### src/rtl/phase_ref_gen_if.sv
// Bus bundle for phase_ref_gen: update strobe, modulation controls in,
// per-phase compare words and status flags out.
interface phase_ref_gen_if #(
  parameter int PhaseCount = 3,
  parameter int BIT_WIDTH  = 16,
  parameter int AccWidth   = 32
);
  logic                 Enable;
  logic                 SyncPulse;
  logic [AccWidth-1:0]  FreqWord;
  logic [BIT_WIDTH-1:0] ModIndex;
  logic [BIT_WIDTH-1:0] PWMMaxCount;
  logic [BIT_WIDTH-1:0] Compare [PhaseCount];
  logic                 CompareValid;
  logic                 Busy;
  logic                 Overrun;

  modport master (
    output Enable, SyncPulse, FreqWord, ModIndex, PWMMaxCount,
    input  Compare, CompareValid, Busy, Overrun
  );

  modport slave (
    input  Enable, SyncPulse, FreqWord, ModIndex, PWMMaxCount,
    output Compare, CompareValid, Busy, Overrun
  );
endinterface

### src/rtl/phase_ref_gen.sv
// Three-phase sine reference generator: one shared quarter-wave LUT and a
// 4-stage multiply pipeline feed shadow registers that commit all phases at once.
module phase_ref_gen #(
  parameter int PhaseCount   = 3,
  parameter int BIT_WIDTH    = 16,
  parameter int AccWidth     = 32,
  parameter int LutAddrWidth = 8
) (
  input  logic          MClk,
  input  logic          Rst,
  phase_ref_gen_if.slave bus
);
  localparam int W        = BIT_WIDTH;
  localparam int LutDepth = 2 ** LutAddrWidth;
  localparam int CntWidth = $clog2(PhaseCount + 3);
  localparam int KW       = (PhaseCount > 1) ? $clog2(PhaseCount) : 1;

  typedef enum logic [1:0] {IDLE, CALC, COMMIT} state_e;

  // Integer Taylor series (Q30) so the ROM contents fold to constants anywhere.
  function automatic logic [BIT_WIDTH-1:0] lut_entry(input int j);
    longint x, x2, term, acc, amp;
    x    = (64'sd3373259426 * longint'(2 * j + 1)) >>> (LutAddrWidth + 2);
    x2   = (x * x) >>> 30;
    term = x;
    acc  = x;
    for (int n = 1; n <= 6; n++) begin
      term = -(((term * x2) >>> 30) / longint'(4 * n * n + 2 * n));
      acc  = acc + term;
    end
    amp = (acc * longint'((1 << (BIT_WIDTH - 1)) - 1) + (64'sd1 <<< 29)) >>> 30;
    return BIT_WIDTH'(amp);
  endfunction

  function automatic logic [AccWidth-1:0] phase_offset(input int k);
    logic [63:0] num;
    num = 64'(k) << AccWidth;
    return AccWidth'(num / 64'(PhaseCount));
  endfunction

  logic [W-1:0]        lut    [LutDepth];
  logic [AccWidth-1:0] offset [PhaseCount];

  for (genvar j = 0; j < LutDepth; j++) begin : g_lut
    localparam logic [W-1:0] Entry = lut_entry(j);
    assign lut[j] = Entry;
  end

  for (genvar k = 0; k < PhaseCount; k++) begin : g_off
    localparam logic [AccWidth-1:0] Off = phase_offset(k);
    assign offset[k] = Off;
  end

  state_e                 state_q, state_d;
  logic [AccWidth-1:0]    acc_q, acc_d;
  logic [W-1:0]           mod_q, mod_d, max_q, max_d, half_q, half_d;
  logic [CntWidth-1:0]    cnt_q, cnt_d;
  logic                   busy_q, busy_d, overrun_q, overrun_d, valid_q, valid_d;
  logic [W-1:0]           compare_q [PhaseCount];
  logic [W-1:0]           compare_d [PhaseCount];
  logic [W-1:0]           shadow_q  [PhaseCount];
  logic [W-1:0]           shadow_d  [PhaseCount];
  logic                   s1_vld_q, s1_vld_d, s2_vld_q, s2_vld_d, s3_vld_q, s3_vld_d;
  logic [KW-1:0]          s1_k_q, s1_k_d, s2_k_q, s2_k_d, s3_k_q, s3_k_d;
  logic [W-1:0]           s1_mag_q, s1_mag_d;
  logic                   s1_neg_q, s1_neg_d;
  logic signed [W:0]      s2_m_q, s2_m_d;
  logic signed [W+1:0]    s3_d_q, s3_d_d;

  logic [KW-1:0]             issue_k;
  logic [LutAddrWidth+1:0]   lut_top;
  logic [LutAddrWidth-1:0]   lut_addr;
  logic signed [W-1:0]       s_val;
  logic signed [2*W:0]       prod2;
  logic signed [2*W+1:0]     prod3;
  logic signed [W+1:0]       c_sum;

  // NOTE: every signal gets a default at the top so no path leaves a latch.
  always_comb begin
    state_d   = state_q;
    acc_d     = acc_q;
    mod_d     = mod_q;
    max_d     = max_q;
    half_d    = half_q;
    cnt_d     = cnt_q;
    busy_d    = busy_q;
    valid_d   = 1'b0;
    overrun_d = overrun_q | (bus.SyncPulse & (state_q != IDLE));
    compare_d = compare_q;
    shadow_d  = shadow_q;
    s1_vld_d  = 1'b0;
    s1_k_d    = s1_k_q;
    s1_mag_d  = s1_mag_q;
    s1_neg_d  = s1_neg_q;

    issue_k  = KW'(cnt_q);
    lut_top  = (LutAddrWidth + 2)'((acc_q + offset[issue_k]) >> (AccWidth - LutAddrWidth - 2));
    lut_addr = lut_top[LutAddrWidth-1:0] ^ {LutAddrWidth{lut_top[LutAddrWidth]}};

    unique case (state_q)
      IDLE: if (bus.SyncPulse && bus.Enable) begin
        acc_d   = acc_q + bus.FreqWord;
        mod_d   = bus.ModIndex;
        max_d   = bus.PWMMaxCount;
        half_d  = bus.PWMMaxCount >> 1;
        cnt_d   = '0;
        busy_d  = 1'b1;
        state_d = CALC;
      end
      CALC: begin
        cnt_d = cnt_q + 1'b1;
        if (cnt_q < CntWidth'(PhaseCount)) begin
          s1_vld_d = 1'b1;
          s1_k_d   = issue_k;
          s1_mag_d = lut[lut_addr];
          s1_neg_d = lut_top[LutAddrWidth+1];
        end
        if (cnt_q == CntWidth'(PhaseCount + 2)) state_d = COMMIT;
      end
      COMMIT: begin
        compare_d = shadow_q;
        valid_d   = 1'b1;
        busy_d    = 1'b0;
        state_d   = IDLE;
      end
      default: state_d = IDLE;
    endcase

    s_val    = s1_neg_q ? -s1_mag_q : s1_mag_q;
    prod2    = (2*W+1)'(s_val) * (2*W+1)'($signed({1'b0, mod_q}));
    s2_vld_d = s1_vld_q;
    s2_k_d   = s1_k_q;
    s2_m_d   = (W+1)'(prod2 >>> W);

    prod3    = (2*W+2)'(s2_m_q) * (2*W+2)'($signed({1'b0, half_q}));
    s3_vld_d = s2_vld_q;
    s3_k_d   = s2_k_q;
    s3_d_d   = (W+2)'(prod3 >>> (W - 1));

    c_sum = (W+2)'($signed({1'b0, half_q})) + s3_d_q;
    if (s3_vld_q) begin
      if (c_sum < 0)                                       shadow_d[s3_k_q] = '0;
      else if (c_sum > (W+2)'($signed({1'b0, max_q})))     shadow_d[s3_k_q] = max_q;
      else                                                 shadow_d[s3_k_q] = c_sum[W-1:0];
    end
  end

  // NOTE: sequential state uses non-blocking assignments only.
  always_ff @(posedge MClk) begin
    if (Rst) begin
      state_q   <= IDLE;
      acc_q     <= '0;
      mod_q     <= '0;
      max_q     <= '0;
      half_q    <= '0;
      cnt_q     <= '0;
      busy_q    <= 1'b0;
      overrun_q <= 1'b0;
      valid_q   <= 1'b0;
      compare_q <= '{default: '0};
      s1_vld_q  <= 1'b0;
      s2_vld_q  <= 1'b0;
      s3_vld_q  <= 1'b0;
    end else begin
      state_q   <= state_d;
      acc_q     <= acc_d;
      mod_q     <= mod_d;
      max_q     <= max_d;
      half_q    <= half_d;
      cnt_q     <= cnt_d;
      busy_q    <= busy_d;
      overrun_q <= overrun_d;
      valid_q   <= valid_d;
      compare_q <= compare_d;
      s1_vld_q  <= s1_vld_d;
      s2_vld_q  <= s2_vld_d;
      s3_vld_q  <= s3_vld_d;
    end
  end

  // NOTE: shadow and pipeline data are not reset; the valid bits guard them
  // and every phase is rewritten before any commit.
  always_ff @(posedge MClk) begin
    shadow_q <= shadow_d;
    s1_k_q   <= s1_k_d;
    s1_mag_q <= s1_mag_d;
    s1_neg_q <= s1_neg_d;
    s2_k_q   <= s2_k_d;
    s2_m_q   <= s2_m_d;
    s3_k_q   <= s3_k_d;
    s3_d_q   <= s3_d_d;
  end

  for (genvar p = 0; p < PhaseCount; p++) begin : g_out
    assign bus.Compare[p] = compare_q[p];
  end
  assign bus.CompareValid = valid_q;
  assign bus.Busy         = busy_q;
  assign bus.Overrun      = overrun_q;
endmodule

### src/flat_wrapper.sv
// flat-port wrapper written by rule: the top's interface ports become plain ports
module phase_ref_gen_flat 
#(
  parameter int PhaseCount   = 3,
  parameter int BIT_WIDTH    = 16,
  parameter int AccWidth     = 32,
  parameter int LutAddrWidth = 8
)
  (MClk, Rst, bus_Enable, bus_SyncPulse, bus_FreqWord, bus_ModIndex, bus_PWMMaxCount, bus_Compare, bus_CompareValid, bus_Busy, bus_Overrun);
  phase_ref_gen_if #(.PhaseCount(PhaseCount), .BIT_WIDTH(BIT_WIDTH), .AccWidth(AccWidth)) bus_i ();
  input  logic MClk;
  input  logic Rst;
  input wire logic [$bits(bus_i.Enable)-1:0] bus_Enable;
  input wire logic [$bits(bus_i.SyncPulse)-1:0] bus_SyncPulse;
  input wire logic [$bits(bus_i.FreqWord)-1:0] bus_FreqWord;
  input wire logic [$bits(bus_i.ModIndex)-1:0] bus_ModIndex;
  input wire logic [$bits(bus_i.PWMMaxCount)-1:0] bus_PWMMaxCount;
  output wire logic [$bits(bus_i.Compare)-1:0] bus_Compare;
  output wire logic [$bits(bus_i.CompareValid)-1:0] bus_CompareValid;
  output wire logic [$bits(bus_i.Busy)-1:0] bus_Busy;
  output wire logic [$bits(bus_i.Overrun)-1:0] bus_Overrun;
  assign bus_i.Enable = bus_Enable;
  assign bus_i.SyncPulse = bus_SyncPulse;
  assign bus_i.FreqWord = bus_FreqWord;
  assign bus_i.ModIndex = bus_ModIndex;
  assign bus_i.PWMMaxCount = bus_PWMMaxCount;
  assign bus_Compare = {>>{bus_i.Compare}};
  assign bus_CompareValid = bus_i.CompareValid;
  assign bus_Busy = bus_i.Busy;
  assign bus_Overrun = bus_i.Overrun;
  phase_ref_gen #(.PhaseCount(PhaseCount), .BIT_WIDTH(BIT_WIDTH), .AccWidth(AccWidth), .LutAddrWidth(LutAddrWidth)) u_core (.MClk(MClk), .Rst(Rst), .bus(bus_i));
endmodule
### config.mk
export PLATFORM = sky130hd
export DESIGN_NAME = phase_ref_gen_flat
export DESIGN_NICKNAME = d
export VERILOG_FILES = /design/src/rtl/phase_ref_gen_if.sv /design/src/rtl/phase_ref_gen.sv /design/src/flat_wrapper.sv
export SDC_FILE = /design/constraint.sdc
export NUM_CORES = 2
export LEC_CHECK = 0
export CAP_MARGIN = 0
export CORE_MARGIN = 3
export CORE_UTILIZATION = 65
export CTS_BUF_LIST = sky130_fd_sc_hd__clkbuf_2 sky130_fd_sc_hd__clkbuf_4 sky130_fd_sc_hd__clkbuf_8
export DETAILED_ROUTE_END_ITERATION = 12
export HOLD_SLACK_MARGIN = 0.12
export PLACE_DENSITY = 0.95
export SETUP_SLACK_MARGIN = 0.05
export SLEW_MARGIN = 20
export SYNTH_ARGS = -nofsm -noshare
export SYNTH_HDL_FRONTEND = slang
export SYNTH_SLANG_ARGS = --single-unit
### constraint.sdc
create_clock -name MClk -period 9.2 [get_ports MClk]
set_clock_uncertainty 0.1 [all_clocks]
set_input_delay 2.76 -clock MClk [delete_from_list [all_inputs] [get_ports MClk]]
set_output_delay 2.76 -clock MClk [all_outputs]
set_load 0.005 [all_outputs]
# Yosys cells after proc, flatten, opt, wreduce, memory -nomap -nowiden
# Memories as Yosys holds them, arrays and structs flattened. A register that Yosys moved wholly into a read port is not among the register bits.
# Index checks and enable logic that the tools add are counted.
# classes
n_bitwise,9
order_cmp,6
n_addsub,5
n_mux,19
n_reduce_logical,12
mul,2
n_eq_ne,5
# ops
cell,count
bitwise mux 48 bit,2
2-to-1 mux 48 bit,2
adder 32 bit,2
binary-select mux 32 bit (select 2 bit),1
2-to-1 mux 32 bit,2
bitwise AND 48 bit,1
NOT 48 bit,1
multiplier 16 x 17 -> 33 bit,1
multiplier 17 x 16 -> 33 bit,1
demux 16 bit (select 2 bit),1
2-to-1 mux 16 bit,2
adder 16 x 18 -> 18 bit,1
greater-than comparator 18 x 17 -> 1 bit,1
< comparator 18 x 1 -> 1 bit (second input constant),1
negation 16 bit,1
AND reduction 2 bit,5
NOT 8 -> 9 bit,1
bitwise XOR 8 bit,1
greater-or-equal comparator 3 bit (second input constant),2
NOT 2 -> 3 bit,2
case mux 3 bit (2 select lines),1
nonzero test 2 bit,3
2-to-1 mux 2 bit,2
inequality test 2 x 1 -> 1 bit (second input constant),2
16 further kinds,19
# word_totals
n_memories,1
register_bits,228
input_bits,68
wordCells,83
mem_bits_ro,4096
# mem_list
memory,words,width,read_ports,rd_clocked_by_memory_dff,wr,line_no,rtl
(name not given),256,16,1,1,0,phase_ref_gen.sv:115,s1_mag_d = lut[lut_addr];

# Depth between registers and ports, before layout
# logic_depth
ltp_word,8
ltp_mapped,33
depth_no_buf,32

# Worst setup path before layout
# Ideal clock, no wire load.
# synth_timing
path_kind,flip-flop to flip-flop
startpoint,register u_core.s1_mag_q[0]
endpoint,register u_core.s2_m_q[16]
stages_incl_launch_ff,34
required_time_ps,9028
path_slack_ps,1429
path_buffers,2
t_arrival_ps,7598
cell_sequence,edfxtp_1 > clkbuf_1 > inv_1 > ha_1 > nand2b_1 > nand2b_1 > o31ai_1 > xnor2_1 > clkbuf_1 > nand2_1 > fa_1 > inv_1 > fa_1 > inv_1 > fa_1 > inv_1 > fa_1 > fa_1 > inv_1 > fa_1 > inv_1 > ha_1 > a2111oi_0 > o21ai_0 > a21oi_1 > a311oi_1 > o31ai_1 > a21oi_1 > a211oi_1 > o21ai_0 > a211oi_1 > o21bai_1 > a21oi_1 > xnor2_1
# synth_via
elab_chain_cells,3
# synth_lines
element,line_no,rtl
start: declaration,phase_ref_gen.sv:65,"logic [W-1:0] s1_mag_q, s1_mag_d;"
negation 16 bit,phase_ref_gen.sv:129,s_val = s1_neg_q ? -s1_mag_q : s1_mag_q;
2-to-1 mux 16 bit *,phase_ref_gen.sv:129,
multiplier 16 x 17 -> 33 bit *,phase_ref_gen.sv:130,"prod2 = (2*W+1)'(s_val) * (2*W+1)'($signed({1'b0, mod_q}));"
net u_core.prod2[32],phase_ref_gen.sv:74,logic signed [2*W:0] prod2;
end signal: assignment,phase_ref_gen.sv:189,s2_m_q <= s2_m_d;
end: declaration,phase_ref_gen.sv:67,"logic signed [W:0] s2_m_q, s2_m_d;"
# Mark *: on every way through the listed nets, which the timed path passes. The rest lies on a longest branch.
# A chain may end at the register's enable or synchronous reset.

# Worst setup path in the final report
# Ends and elaborated chain as after synthesis.

==> results.py <==
metrics = {
    "synthesis": {
        "synth_seq_cells": 228,
        "synth.area.top_cells": "fa_1, ha_1, dfxtp_1",
        "syn_area_per_cell_sq_um": 8.47,
        "synth_ff_type": "dfxtp_1",
        "async_reset_ff_share_pct": 0,
        "synth-edff-count": 66,
        "netlist.area_leader.share_pct": 26.7,
        "synth_warnings": 0,
        "syn_area_sq_mm": 0.0339,
        "post-synth-top-area-cell": "fa_1",
        "ys_seq_area_share_pct": 15.4,
        "yosysMostFrequentCell": "nand2_1",
        "syn-num-nets": 4843,
        "synth_commonest_cells": "nand2_1, inv_1, fa_1, ha_1, a21oi_1",
        "yosys.cell_types.count": 87,
        "netlist_instances": 4009,
    },
    "worst_setup_path": {
        "start_kind": "register",
        "critPathArrivalTime_ns": 9.36,
        "critical_path.max_fanout": 15,
        "crit_slowest_cell": "fa_1",
        "max_stage_delay_ns": 0.57,
        "cp-end-kind": "register",
        "worstSetupPathType": "register to register",
        "r2r_cells": 29,
        "required_ns": 9.68,
        "cp_common_cell": "fa_1",
    },
    "sta": {
        "setup_tns_ns": 0,
        "finalHoldViolCount": 0,
        "maxSlewViolCount": 0,
        "relSlewSlack_pct": 19.0,
        "period_minus_slack_ns": 8.88,
        "setup_viol": 0,
        "fin_crit_sh_pct": 96.5,
        "setup_ws_ns": 0.323,
        "worst_pin_slew_ns": 1.19,
        "clock.fmax_mhz": 113,
    },
    "final_layout": {
        "regArea_sq_mm": 0.00523,
        "fin_nets": 4859,
        "drive_gt1_share_pct": 5.22,
        "fin_cells": 4741,
        "multi_input_comb_area_sq_mm": 0.0259,
        "area_growth_pct": 8.17,
        "fillers": 3410,
        "utilization_pct": 71.3,
    },
    "routing": {
        "vias": 32300,
        "viasPerCell": 6.81,
        "drt_wl_total_um": 117000,
        "detail-route-antenna-nets": 0,
        "wl_per_cell_um": 24.7,
        "first_pass_iters": 10,
        "drt_iter0_markers": 4904,
        "drc": 0,
    },
    "clocking": {
        "cts_sinks": 228,
        "clkTransAtPathRegs_ns": 0.06,
        "h-tree-depth": 2,
        "cts_tree": "yes",
        "numCtsBuffers": 41,
        "cts-root-buf": "clkbuf_8",
        "clk_latency_ns": 0.67,
        "clockBufferDepth": 3,
    },
    "pwr": {
        "p_leak_nw": 16.4,
        "combPwrFrac_pct": 62.5,
        "cellPowerDensity_mw_per_mm2": 186,
        "swShare_pct": 51.3,
        "share_seq_of_total_power_pct": 21.7,
        "p_clk_share_pct": 15.7,
        "p_switching_mw": 3.50,
        "intPower_mw": 3.32,
        "irDropWorstVdd_uv": 167,
    },
    "global_routing": {
        "grt_overflow": 0,
        "grt_max_degree": 83,
        "grt_pass1_vias": 34300,
        "antenna_found_initial": 2,
        "grtUsageTotal_pct": 42.6,
        "grt_pass1_wl_um": 182000,
    },
    "run": {
        "max_cap_violations": 0,
    },
    "floorplanning": {
        "chipWidth_um": 235,
        "dieArea_sq_mm": 0.0550,
        "die_h_um": 235,
        "coreArea_sq_mm": 0.0515,
        "std_cell_rows": 83,
        "start_util_pct": 65.9,
        "ios": 119,
    },
    "placed_design": {
        "portBuffers": 118,
        "gp_congestion": 1.05,
        "dp_hpwl_um": 81700,
        "placed_cells": 4661,
        "pre_cts_ws_ns": -0.000850,
    },
    "min_path": {
        "hold_class": "register to register",
        "hold_depth": 0,
    },
    "outcome": {
        "status": "finished, final reports clean",
    },
}
[worst max-delay path: cells and delay by family, from the launching register on]
family                     cells  cell delay [ns]
AOI/OAI and AO/OA             12             3.51
xor gates and xnor gates       2             0.45
adders and majority gates      7             3.24
buffers and inverters          5             0.29
DFF                            1             0.56
and+or+nand+nor                3             0.66
[metrics by stage]
stage | area, sq um | total power, mW | hold slack, ns
2_1_floorplan | 33900 | 4.13 | 0.210
3_3_place_gp | 35800 | 5.18 | 0.212
3_5_place_dp | 35800 | 5.41 | 0.222
4_1_cts | 36700 | 6.56 | 0.243
5_1_grt | 36700 | 7.14 | 0.248
6_report | 36700 | 6.82 | 0.231
[layout make-up]
cell class	count	area share [%]
multi-input cells	2997	70.5
flip-flops and latches	228	14.2
inverters	562	5.75
repair buffers	195	4.78
well taps	680	2.32
clock buffers	62	1.98
clock inverters	14	0.433
diodes	3	0.0204
[routing by layer]
layer	vias to the layer above	wire length, um	global-route usage [%]
met5	-	0	0
met4	0	10600	31.3
met3	990	15600	14.1
met2	2769	52700	68.0
met1	15200	38100	47.8
li1	13300	-	-
[power by group through the flow]
stage | Combinational (mW) | Sequential (mW) | Clock (mW)
global placement | 3.74 | 1.45 | 0
floorplan | 2.86 | 1.27 | 0
detailed placement | 3.95 | 1.46 | 0
global route | 4.55 | 1.48 | 1.11
CTS | 4.05 | 1.44 | 1.06
finish | 4.26 | 1.48 | 1.07
[cell usage in the layout, fill, tap and decap left out, drive strengths merged, types with 14 or more instances in the layout]
cell             n
ha             313
nor3            55
and2           210
edfxtp          66
nor2           171
nand4           19
buf             78
xor2            34
clkdlybuf4s50  117
a221oi          19
a21o            49
o2bb2ai         54
mux2i           24
inv            562
a31oi           26
xnor2           81
o21ai          120
o211ai          28
clkbuf          62
dfxtp          162
nand2          606
nand3           40
a211o           14
nor2b           63
a211oi          51
nand2b          33
o22ai           29
and3            14
o221ai          14
fa             453
a21oi          269
o21a            19
[worst paths after layout]
path / start / end / slack, ns
setup reg to reg: u_core.s1_mag_q[0]$_DFFE_PP_ / u_core.s2_m_q[16]$_DFF_P_ / 0.32
setup / recovery: u_core.s1_mag_q[0]$_DFFE_PP_ / u_core.s2_m_q[16]$_DFF_P_ / 0.32
hold reg to reg: u_core.s2_k_q[0]$_DFF_P_ / u_core.s3_k_q[0]$_DFF_P_ / 0.23
hold / removal: u_core.s2_k_q[0]$_DFF_P_ / u_core.s3_k_q[0]$_DFF_P_ / 0.23
[flip-flops by register name (all words and copies together), names as in the netlist]
register	flops
u_core.bus.Overrun	1
u_core.s1_neg_q	1
u_core.cnt_q	3
u_core.s3_k_q	2
u_core.s3_vld_q	1
u_core.s1_mag_q	15
u_core.mod_q	16
u_core.s2_vld_q	1
u_core.s1_vld_q	1
u_core.state_q	2
u_core.max_q	16
u_core.bus.CompareValid	1
u_core.bus.Busy	1
u_core.acc_q	32
u_core.bus.Compare	48
u_core.s3_d_q	18
u_core.s2_k_q	2
u_core.shadow_q	48
u_core.s2_m_q	17
u_core.s1_k_q	2
[timing repair]
item,CTS,global route
gates resized for setup,1,6
setup endpoints to repair,1,5
setup buffers,0,1
hold buffers,0,0
hold endpoints to repair,0,0
[cells by family (layout without fill, tap and decap cells)]
kind of cell,count (synthesis),count (layout),synth area share (%)
flip-flops,228,228,15.4
other,0,3,0
XOR/XNOR,118,118,3.22
multiplexers,28,28,0.874
AND/OR/NAND/NOR,1257,1257,17.3
adder cells (fa/ha/maj),766,766,38.3
AO/OA/AOI/OAI,828,828,16.2
buffers and inverters,784,833,8.80
No activity file was read; power rests on OpenSTA's default activity.
